==> config.mk <==
export PLATFORM = sky130hd
export DESIGN_NAME = add32_sequencer_flat
export DESIGN_NICKNAME = d
export VERILOG_FILES = /design/src/rtl/add32_sequencer_pkg.sv /design/src/rtl/add32_sequencer_if.sv /design/src/rtl/add32_sequencer_adder16.sv /design/src/rtl/add32_sequencer.sv /design/src/flat_wrapper.sv
export SDC_FILE = /design/constraint.sdc
export NUM_CORES = 1
export LEC_CHECK = 0
export ABC_AREA = 1
export CAP_MARGIN = 30
export CORE_ASPECT_RATIO = 0.9
export CORE_MARGIN = 2
export CORE_UTILIZATION = 55
export CTS_BUF_LIST = sky130_fd_sc_hd__clkbuf_4 sky130_fd_sc_hd__clkbuf_8 sky130_fd_sc_hd__clkbuf_16
export CTS_CLUSTER_DIAMETER = 50
export DETAILED_ROUTE_END_ITERATION = 10
export GPL_TIMING_DRIVEN = 0
export PLACE_DENSITY = 0.9
export SKIP_CTS_REPAIR_TIMING = 1
export SYNTH_ARGS = -nofsm -noshare
export SYNTH_HDL_FRONTEND = slang
export SYNTH_HIERARCHICAL = 1
export SYNTH_SLANG_ARGS = --single-unit
==> constraint.sdc <==
create_clock -name clk -period 6.7 [get_ports clk]
set_clock_uncertainty 0.2 [all_clocks]
set_input_delay 0.67 -clock clk [delete_from_list [all_inputs] [get_ports clk]]
set_output_delay 0.67 -clock clk [all_outputs]
set_load 0.005 [all_outputs]
==> src/rtl/add32_sequencer_pkg.sv <==
// Shared types and constants for the multi-word add/subtract sequencer.
package add32_sequencer_pkg;

  localparam int unsigned WORD = 16;

  typedef enum logic [1:0] {
    ST_IDLE = 2'd0,
    ST_RUN  = 2'd1,
    ST_DONE = 2'd2
  } state_e;

endpackage

==> src/rtl/add32_sequencer_if.sv <==
// Request/result bundle between the ALU control and the sequencer.
interface add32_sequencer_if #(
  parameter int unsigned NWORDS = 2
) ();
  localparam int unsigned W = 16 * NWORDS;

  logic         start;
  logic         sub;
  logic [W-1:0] a;
  logic [W-1:0] b;
  logic         busy;
  logic         done;
  logic [W-1:0] result;
  logic         carry_out;
  logic         zero;
  logic         overflow;

  modport master (
    output start, sub, a, b,
    input  busy, done, result, carry_out, zero, overflow
  );

  modport slave (
    input  start, sub, a, b,
    output busy, done, result, carry_out, zero, overflow
  );
endinterface

==> src/rtl/add32_sequencer_adder16.sv <==
// Single 16-bit adder slice with carry in/out, shared across all words.
module Adder16bits (
  input  logic [15:0] A,
  input  logic [15:0] B,
  input  logic        CY_In,
  output logic [15:0] Sum,
  output logic        CY_Out
);
  logic [16:0] full;

  always_comb begin
    full   = {1'b0, A} + {1'b0, B} + {16'd0, CY_In};
    Sum    = full[15:0];
    CY_Out = full[16];
  end
endmodule

==> src/rtl/add32_sequencer.sv <==
// Multi-cycle wide add/subtract: feeds one 16-bit adder LSW first, chaining carry
// through a register; flags are registered with the top word so they arrive with done.
module add32_sequencer
  import add32_sequencer_pkg::*;
#(
  parameter int unsigned NWORDS = 2
) (
  input  logic                clk,
  input  logic                rst_n,
  add32_sequencer_if.slave    bus
);
  localparam int unsigned W    = WORD * NWORDS;
  localparam int unsigned IDXW = $clog2(NWORDS);
  localparam logic [IDXW-1:0] LAST_IDX = IDXW'(NWORDS - 1);

  state_e          state_q, state_d;
  logic [IDXW-1:0] idx_q, idx_d;
  logic            carry_q, carry_d;
  logic [W-1:0]    a_q, a_d;
  logic [W-1:0]    b_eff_q, b_eff_d;
  logic [W-1:0]    result_q, result_d;
  logic            busy_q, busy_d;
  logic            done_q, done_d;
  logic            carry_out_q, carry_out_d;
  logic            zero_q, zero_d;
  logic            overflow_q, overflow_d;

  int unsigned     base;
  logic [15:0]     word_a, word_b, sum;
  logic            cy_out;
  logic            accept;

  always_comb begin
    base   = 32'(idx_q) * WORD;
    word_a = a_q[base +: WORD];
    word_b = b_eff_q[base +: WORD];
  end

  Adder16bits u_add (
    .A      (word_a),
    .B      (word_b),
    .CY_In  (carry_q),
    .Sum    (sum),
    .CY_Out (cy_out)
  );

  assign accept = bus.start && (state_q != ST_RUN);

  always_comb begin
    state_d     = state_q;
    idx_d       = idx_q;
    carry_d     = carry_q;
    a_d         = a_q;
    b_eff_d     = b_eff_q;
    result_d    = result_q;
    busy_d      = busy_q;
    done_d      = done_q;
    carry_out_d = carry_out_q;
    zero_d      = zero_q;
    overflow_d  = overflow_q;

    case (state_q)
      ST_IDLE, ST_DONE: begin
        done_d = 1'b0;
        if (accept) begin
          // Subtraction is A + ~B + 1: invert B once here and seed the carry with sub.
          state_d     = ST_RUN;
          a_d         = bus.a;
          b_eff_d     = bus.b ^ {W{bus.sub}};
          idx_d       = '0;
          carry_d     = bus.sub;
          result_d    = '0;
          carry_out_d = 1'b0;
          zero_d      = 1'b0;
          overflow_d  = 1'b0;
          busy_d      = 1'b1;
        end else begin
          state_d = ST_IDLE;
        end
      end
      ST_RUN: begin
        result_d[base +: WORD] = sum;
        carry_d                = cy_out;
        idx_d                  = idx_q + IDXW'(1);
        if (idx_q == LAST_IDX) begin
          state_d     = ST_DONE;
          busy_d      = 1'b0;
          done_d      = 1'b1;
          carry_out_d = cy_out;
          zero_d      = (result_d == '0);
          overflow_d  = (a_q[W-1] == b_eff_q[W-1]) && (sum[15] != a_q[W-1]);
        end
      end
      default: begin
        state_d = ST_IDLE;
        busy_d  = 1'b0;
        done_d  = 1'b0;
      end
    endcase
  end

  always_ff @(posedge clk) begin
    if (!rst_n) begin
      state_q     <= ST_IDLE;
      idx_q       <= '0;
      carry_q     <= 1'b0;
      a_q         <= '0;
      b_eff_q     <= '0;
      result_q    <= '0;
      busy_q      <= 1'b0;
      done_q      <= 1'b0;
      carry_out_q <= 1'b0;
      zero_q      <= 1'b0;
      overflow_q  <= 1'b0;
    end else begin
      state_q     <= state_d;
      idx_q       <= idx_d;
      carry_q     <= carry_d;
      a_q         <= a_d;
      b_eff_q     <= b_eff_d;
      result_q    <= result_d;
      busy_q      <= busy_d;
      done_q      <= done_d;
      carry_out_q <= carry_out_d;
      zero_q      <= zero_d;
      overflow_q  <= overflow_d;
    end
  end

  assign bus.busy      = busy_q;
  assign bus.done      = done_q;
  assign bus.result    = result_q;
  assign bus.carry_out = carry_out_q;
  assign bus.zero      = zero_q;
  assign bus.overflow  = overflow_q;
endmodule

==> src/flat_wrapper.sv <==
// flat-port wrapper written by rule: the top's interface ports become plain ports
module add32_sequencer_flat import add32_sequencer_pkg::*;
#(
  parameter int unsigned NWORDS = 2
)
  (clk, rst_n, bus_start, bus_sub, bus_a, bus_b, bus_busy, bus_done, bus_result, bus_carry_out, bus_zero, bus_overflow);
  add32_sequencer_if #(.NWORDS(NWORDS)) bus_i ();
  input  logic clk;
  input  logic rst_n;
  input wire logic [$bits(bus_i.start)-1:0] bus_start;
  input wire logic [$bits(bus_i.sub)-1:0] bus_sub;
  input wire logic [$bits(bus_i.a)-1:0] bus_a;
  input wire logic [$bits(bus_i.b)-1:0] bus_b;
  output wire logic [$bits(bus_i.busy)-1:0] bus_busy;
  output wire logic [$bits(bus_i.done)-1:0] bus_done;
  output wire logic [$bits(bus_i.result)-1:0] bus_result;
  output wire logic [$bits(bus_i.carry_out)-1:0] bus_carry_out;
  output wire logic [$bits(bus_i.zero)-1:0] bus_zero;
  output wire logic [$bits(bus_i.overflow)-1:0] bus_overflow;
  assign bus_i.start = bus_start;
  assign bus_i.sub = bus_sub;
  assign bus_i.a = bus_a;
  assign bus_i.b = bus_b;
  assign bus_busy = bus_i.busy;
  assign bus_done = bus_i.done;
  assign bus_result = bus_i.result;
  assign bus_carry_out = bus_i.carry_out;
  assign bus_zero = bus_i.zero;
  assign bus_overflow = bus_i.overflow;
  add32_sequencer #(.NWORDS(NWORDS)) u_core (.clk(clk), .rst_n(rst_n), .bus(bus_i));
endmodule
After elaboration in Yosys (flattened, before gate mapping):

Index checks and enable logic that the tools add are counted.

* $add $sub $neg: 4
* $mul: 0
* div/mod/pow operators: 0
* order comparisons: 0
* equal/unequal tests: 7
* shifts and indexed selects: 4
* mux-type cells: 19
* bitwise logic cells: 1
* reduce and logical (&&, ||, !) cells: 11

Operators by type and width (number)
* $pmux W32 S2: 1
* $shiftx A32 B6 Y16: 2
* $neg A5 Y34: 1
* $shift A16 B34 Y32 const A: 1
* $shiftx A16 B34 Y32: 1
* $bwmux W32: 1
* $logic_not A32 Y1: 1
* $mux W32: 1
* $xor A32 B32 Y32: 1
* $add A16 B16 Y17: 1
* $add A17 B1 Y17: 1
* $pmux W1 S2: 6
* $mux W1: 8
* $reduce_and A2 Y1: 4
* $ne A2 B1 Y1 const B: 3
* $pmux W2 S2: 1
* $reduce_and A3 Y1: 1
* $eq A2 B1 Y1 const B: 1
* $eq A2 B2 Y1 const B: 1
* $logic_and A1 B1 Y1: 2
* $logic_not A2 Y1: 1
* $mux W2: 1
* $reduce_bool A2 Y1: 1
* $reduce_or A2 Y1: 1
* other kinds (3): 3

* flip-flop bits (word level): 105
* latch bits: 0
* memory bits (writable): 0
* bits in read-only memories: 0
* input port bits: 68
* output and inout port bits: 37
* memories: 0

Logic depth before layout (Yosys ltp):

* depth after elaboration: 8
* mapped depth: 27
* mapped depth without buffers: 22

By module:

The synthesis kept the hierarchy.

Modules (own cells, without submodules)
* add32_sequencer: instances 1, cells each 704, area each 4838.4 um^2, sequential area each 2102.0 um^2
* Adder16bits: instances 1, cells each 185, area each 993.5 um^2, sequential area each 0.0 um^2

Worst setup path after synthesis:

No wires, ideal clock.

* path kind: register to register
* start point: reg u_core.idx_q
* end point: reg u_core.zero_q, in the netlist u_core/bus.zero
* setup time: 0.070 ns
* data arrival time: 3.097 ns
* path slack: 3.333 ns
* stages on the path, launching flop included: 26
* cells stage by stage: dfxtp_1 -> buf_4 -> inv_2 -> buf_6 -> buf_6 -> buf_2 -> buf_2 -> nand2_1 -> o21ai_0 -> fa_1 -> fa_1 -> nand2_1 -> nand2_1 -> and2_4 -> nand2_1 -> nand2_1 -> xor2_1 -> inv_1 -> nand2_1 -> nand2_1 -> nand2_1 -> nor2_1 -> nand2_1 -> nor2_1 -> nand3_1 -> a21oi_1

* longest elaborated chain between the ends: 8

Ends and longest elaborated chain
* start, declared: RTL line add32_sequencer.sv:17 `logic [IDXW-1:0] idx_q, idx_d;`
* start signal, assigned: RTL line add32_sequencer.sv:117 `idx_q <= idx_d;`
* $shiftx A32 B6 Y16: RTL line add32_sequencer.sv:36 `word_b = b_eff_q[base +: WORD];`
* net u_core.word_b[0]: RTL line add32_sequencer.sv:29 `logic [15:0] word_a, word_b, sum;`
* $add A16 B16 Y17: RTL line add32_sequencer_adder16.sv:12 `full = {1'b0, A} + {1'b0, B} + {16'd0, CY_In};`
* $add A17 B1 Y17: RTL line add32_sequencer_adder16.sv:12
* net u_core.sum[8]: RTL line add32_sequencer.sv:29
* $shiftx A16 B34 Y32: RTL line add32_sequencer.sv:82 `result_d[base +: WORD] = sum;`
* $bwmux W32: RTL line add32_sequencer.sv:82
* $logic_not A32 Y1: RTL line add32_sequencer.sv:90 `zero_d = (result_d == '0);`
* $mux W1: RTL line add32_sequencer.sv:85 `if (idx_q == LAST_IDX) begin`
* $pmux W1 S2: RTL line add32_sequencer.sv:62 `case (state_q)`
* end signal, assigned: RTL line add32_sequencer.sv:125 `zero_q <= zero_d;`
* end, declared: RTL line add32_sequencer.sv:25 `logic zero_q, zero_d;`

The timed path passes the listed nets, and every way through them passes these cells. The select of a mux whose other input is x is not followed.
A chain may end at the register's enable or synchronous reset.

Final worst setup path:

* start point: reg u_core.idx_q
* end point: reg u_core.zero_q, in the netlist u_core/bus.zero

* longest elaborated chain between the ends: 8

Ends and longest elaborated chain
* $shiftx A32 B6 Y16: RTL line add32_sequencer.sv:35 `word_a = a_q[base +: WORD];`
* net u_core.word_a[0]: RTL line add32_sequencer.sv:29
* $add A16 B16 Y17: RTL line add32_sequencer_adder16.sv:12
* $add A17 B1 Y17: RTL line add32_sequencer_adder16.sv:12
* net u_core.sum[14]: RTL line add32_sequencer.sv:29
* $shiftx A16 B34 Y32: RTL line add32_sequencer.sv:82
* $bwmux W32: RTL line add32_sequencer.sv:82
* $logic_not A32 Y1: RTL line add32_sequencer.sv:90
* $mux W1: RTL line add32_sequencer.sv:85
* $pmux W1 S2: RTL line add32_sequencer.sv:62

The timed path passes the listed nets, and every way through them passes these cells. The select of a mux whose other input is x is not followed.

==> flow_summary_export.csv <==
group,metric,value,unit
run_status,status,"complete, no violations",
pwr,p_seq_frac,0.415,
setup_path,rr_endpoint,"u_core/bus.zero$_SDFFE_PN0P_",
pwr,ir_drop,171,µV
setup_path,crit_type,"register to register",
floorplanning,die_h,102,µm
setup_path,crit_path_end_kind,"register",
synthesis,yosys_register_bits,105,
floorplanning,core_area,0.0103,mm²
floorplanning,die_width,113,µm
sta,fmax,0.245,GHz
route,avgRoutedWirePerCell,14.3,µm
sta,relSlewSlack,0.537,
sta,rsz0062_at_grt,"false",
sta,timing.final.hold_violations,0,
floorplanning,die_area,0.0114,mm²
route,post-route-drc-count,0,
pwr,intPower,1.12,mW
route,dr.pass1.iters,7,
setup_path,endpoint,"u_core/bus.zero$_SDFFE_PN0P_",
cells_and_area,final_common_cell,"nand2_1",
cells_and_area,antennaDiodeCount,0,
cells_and_area,finalNonFillerCells,1137,
pwr,powerDensity,229,mW/mm²
setup_path,rr_worst_depth,25,
setup_path,startpoint,"u_core/idx_q$_SDFFE_PN0P_",
route,drt_iter0_drc,481,
sta,worst_slack,2620,ps
global_route,grt_max_degree,20,
job,max_cap_violations,0,
cells_and_area,layout_common_cells,"nand2_1 (300), dfxtp_1 (105), clkdlybuf4s50_1 (103)",
global_route,grt_use_met2,0.509,
synthesis,synth.distinct_cells,35,
placed_design,dp_hpwl,12600,µm
setup_path,r2r_slack,2620,ps
clock_network,cts_tree,"built",
placed_design,gp_congestion,0.939,
cells_and_area,fin_area,0.00732,mm²
synthesis,synth_ff_type,"dfxtp_1",
sta,tightest_slew,688,ps
synthesis,syn-instance-count,889,
setup_path,cpMostUsedCell,"nand2_1",
pwr,total_power,1.67,mW
global_route,gr-total-overflow,0,
pwr,p_clk_frac,0.305,
route,dr_total_vias,6112,
clock_network,clockRootBuffer,"clkbuf_16",
sta,layout_worst_path_cycle_share,0.609,
synthesis,synth_edf_count,0,
synthesis,yosysSeqAreaShare,0.360,
setup_path,cp_max_fo,10,
cells_and_area,drive_above_1_share,0.0655,
floorplanning,initial_core_util,0.567,
global_route,grt_pass1_vias,5733,
placed_design,place_ws,2740,ps
floorplanning,row_count,35,
pwr,p_switching,556,µW
setup_path,worst_r2r_startpoint,"u_core/idx_q$_SDFFE_PN0P_",
clock_network,clk_pin_slew,80,ps
setup_path,cp-start-kind,"register",
setup_path,worstPathArrival,4140,ps
route,antenna_left,0,
pwr,leakagePower,3.19,nW
synthesis,syn_area,0.00583,mm²
clock_network,clkLatencyLatePin,340,ps
synthesis,async_flop_share,0,
cells_and_area,final_core_util,0.711,
route,routed_wl,16300,µm
route,drt-vias-per-instance,5.38,
pwr,p_sw_frac,0.332,
clock_network,htreeDepth,3,
setup_path,required,6770,ps
pwr,combinationalPowerShare,0.280,
global_route,antenna_found_initial,0,
sta,setup_viol,0,
global_route,use_met3,0.0646,
clock_network,clock_path_buffers,2,
sta,setup_tns,0,ps
clock_network,cts_sinks,105,
global_route,busiest_layer,"met2",
placed_design,io_buffers,103,
synthesis,synth_warnings,6,
global_route,grt_util_met1,0.352,
floorplanning,io_pins,105,
synthesis,avgSynthCellArea,6.56,µm²
placed_design,dp_cells,1121,
cells_and_area,area_growth,25.5,%
synthesis,synthesis.nets,974,
placed_design,place_area,0.00702,mm²
sta,drv_slew,0,
min_path,hp-class,"register to register",
setup_path,crit_slowest_cell,"fa_1",
sta,period_needed,4080,ps
setup_path,cpPeakStageDelay,510,ps
sta,hold_ws,264,ps
clock_network,numCtsBuffers,9,
global_route,grtUsageTotal,0.289,
global_route,grt_pass1_wl,26400,µm
cells_and_area,fin_nets,1088,
-- how the worst min path moves through the flow --
stage                     slack [ps]                            from                            to  cells after the start
final                            260  u_core/state_q[0]$_SDFFE_PN0N_  u_core/bus.busy$_SDFFE_PN0P_                      1
after global placement           250  u_core/state_q[0]$_SDFFE_PN0N_  u_core/bus.busy$_SDFFE_PN0P_                      1
after detailed placement         240  u_core/state_q[0]$_SDFFE_PN0N_  u_core/bus.busy$_SDFFE_PN0P_                      1
after global routing             280     u_core/a_q[19]$_SDFFE_PN0P_   u_core/a_q[19]$_SDFFE_PN0P_                      2
after floorplan                  230  u_core/state_q[0]$_SDFFE_PN0N_  u_core/bus.busy$_SDFFE_PN0P_                      1
after CTS                        270     u_core/a_q[29]$_SDFFE_PN0P_   u_core/a_q[29]$_SDFFE_PN0P_                      2
-- cells in the mapped netlist, types with 2 or more instances --
library cell	instances	area, µm²
a211oi_1	2	15.0
buf_2	15	75.1
o32ai_1	6	52.6
clkbuf_1	24	90.1
inv_2	9	33.8
o21ai_0	71	355
nand3_1	26	130
buf_4	3	22.5
o21ai_1	7	35.0
fa_1	2	40.0
nor2_1	59	221
ha_1	15	188
buf_6	2	22.5
nand2_2	11	68.8
dfxtp_1	105	2100
a21oi_1	81	405
xor2_1	6	52.6
buf_1	2	7.51
nand3b_1	2	15.0
nor3_2	3	30.0
xnor2_1	33	289
o22ai_1	2	12.5
nand2_1	300	1130
nand3_2	2	20.0
inv_1	90	338
or2_1	2	12.5
-- cell type report --
cell class / instances / area [µm²]
well taps: 129 / 161
flip-flops and latches: 105 / 2100
fillers: 832 / 2970
plain buffers: 46 / 218
clock inverters: 6 / 62.6
clock buffers: 10 / 233
multi-input cells: 639 / 3140
repair buffers: 103 / 1030
inverters: 99 / 372
-- power groups by stage --
| stage | Combinational, mW | Clock, mW | Sequential (mW) |
|---|---|---|---|
| finish | 0.469 | 0.511 | 0.695 |
| global route | 0.519 | 0.541 | 0.700 |
| CTS | 0.459 | 0.519 | 0.695 |
| detailed placement | 0.455 | 0 | 0.709 |
| global placement | 0.445 | 0 | 0.707 |
| floorplan | 0.301 | 0 | 0.703 |
-- state kept, by name, indices dropped and copies added (netlist names) --
register	flops
u_core/a_q	32
u_core/b_eff_q	32
u_core/bus.busy	1
u_core/bus.carry_out	1
u_core/bus.done	1
u_core/bus.overflow	1
u_core/bus.result	32
u_core/bus.zero	1
u_core/carry_q	1
u_core/idx_q	1
u_core/state_q	2
-- cell families after synthesis --
kind of cell             synth area share
AO/OA/AOI/OAI                       0.156
AND/OR/NAND/NOR                     0.285
flip-flops                          0.360
buffers and inverters               0.101
XOR/XNOR                           0.0586
adder cells (fa/ha/maj)            0.0390
-- worst max-delay path: cells and delay by family (launching register included) --
kind / cells / cell delay (ps)
AO/OA/AOI/OAI: 2 / 240
adder cells (fa/ha/maj): 2 / 930
buffers and inverters: 6 / 860
flip-flops: 1 / 310
AND/OR/NAND/NOR: 15 / 1460
-- per-layer routing --
layer,part of all wire,vias to the layer above
li1,-,3029
met1,0.40,2771
met2,0.48,281
met3,0.092,31
met4,0.021,0
met5,0,-
(Power assumes the default switching activity.)
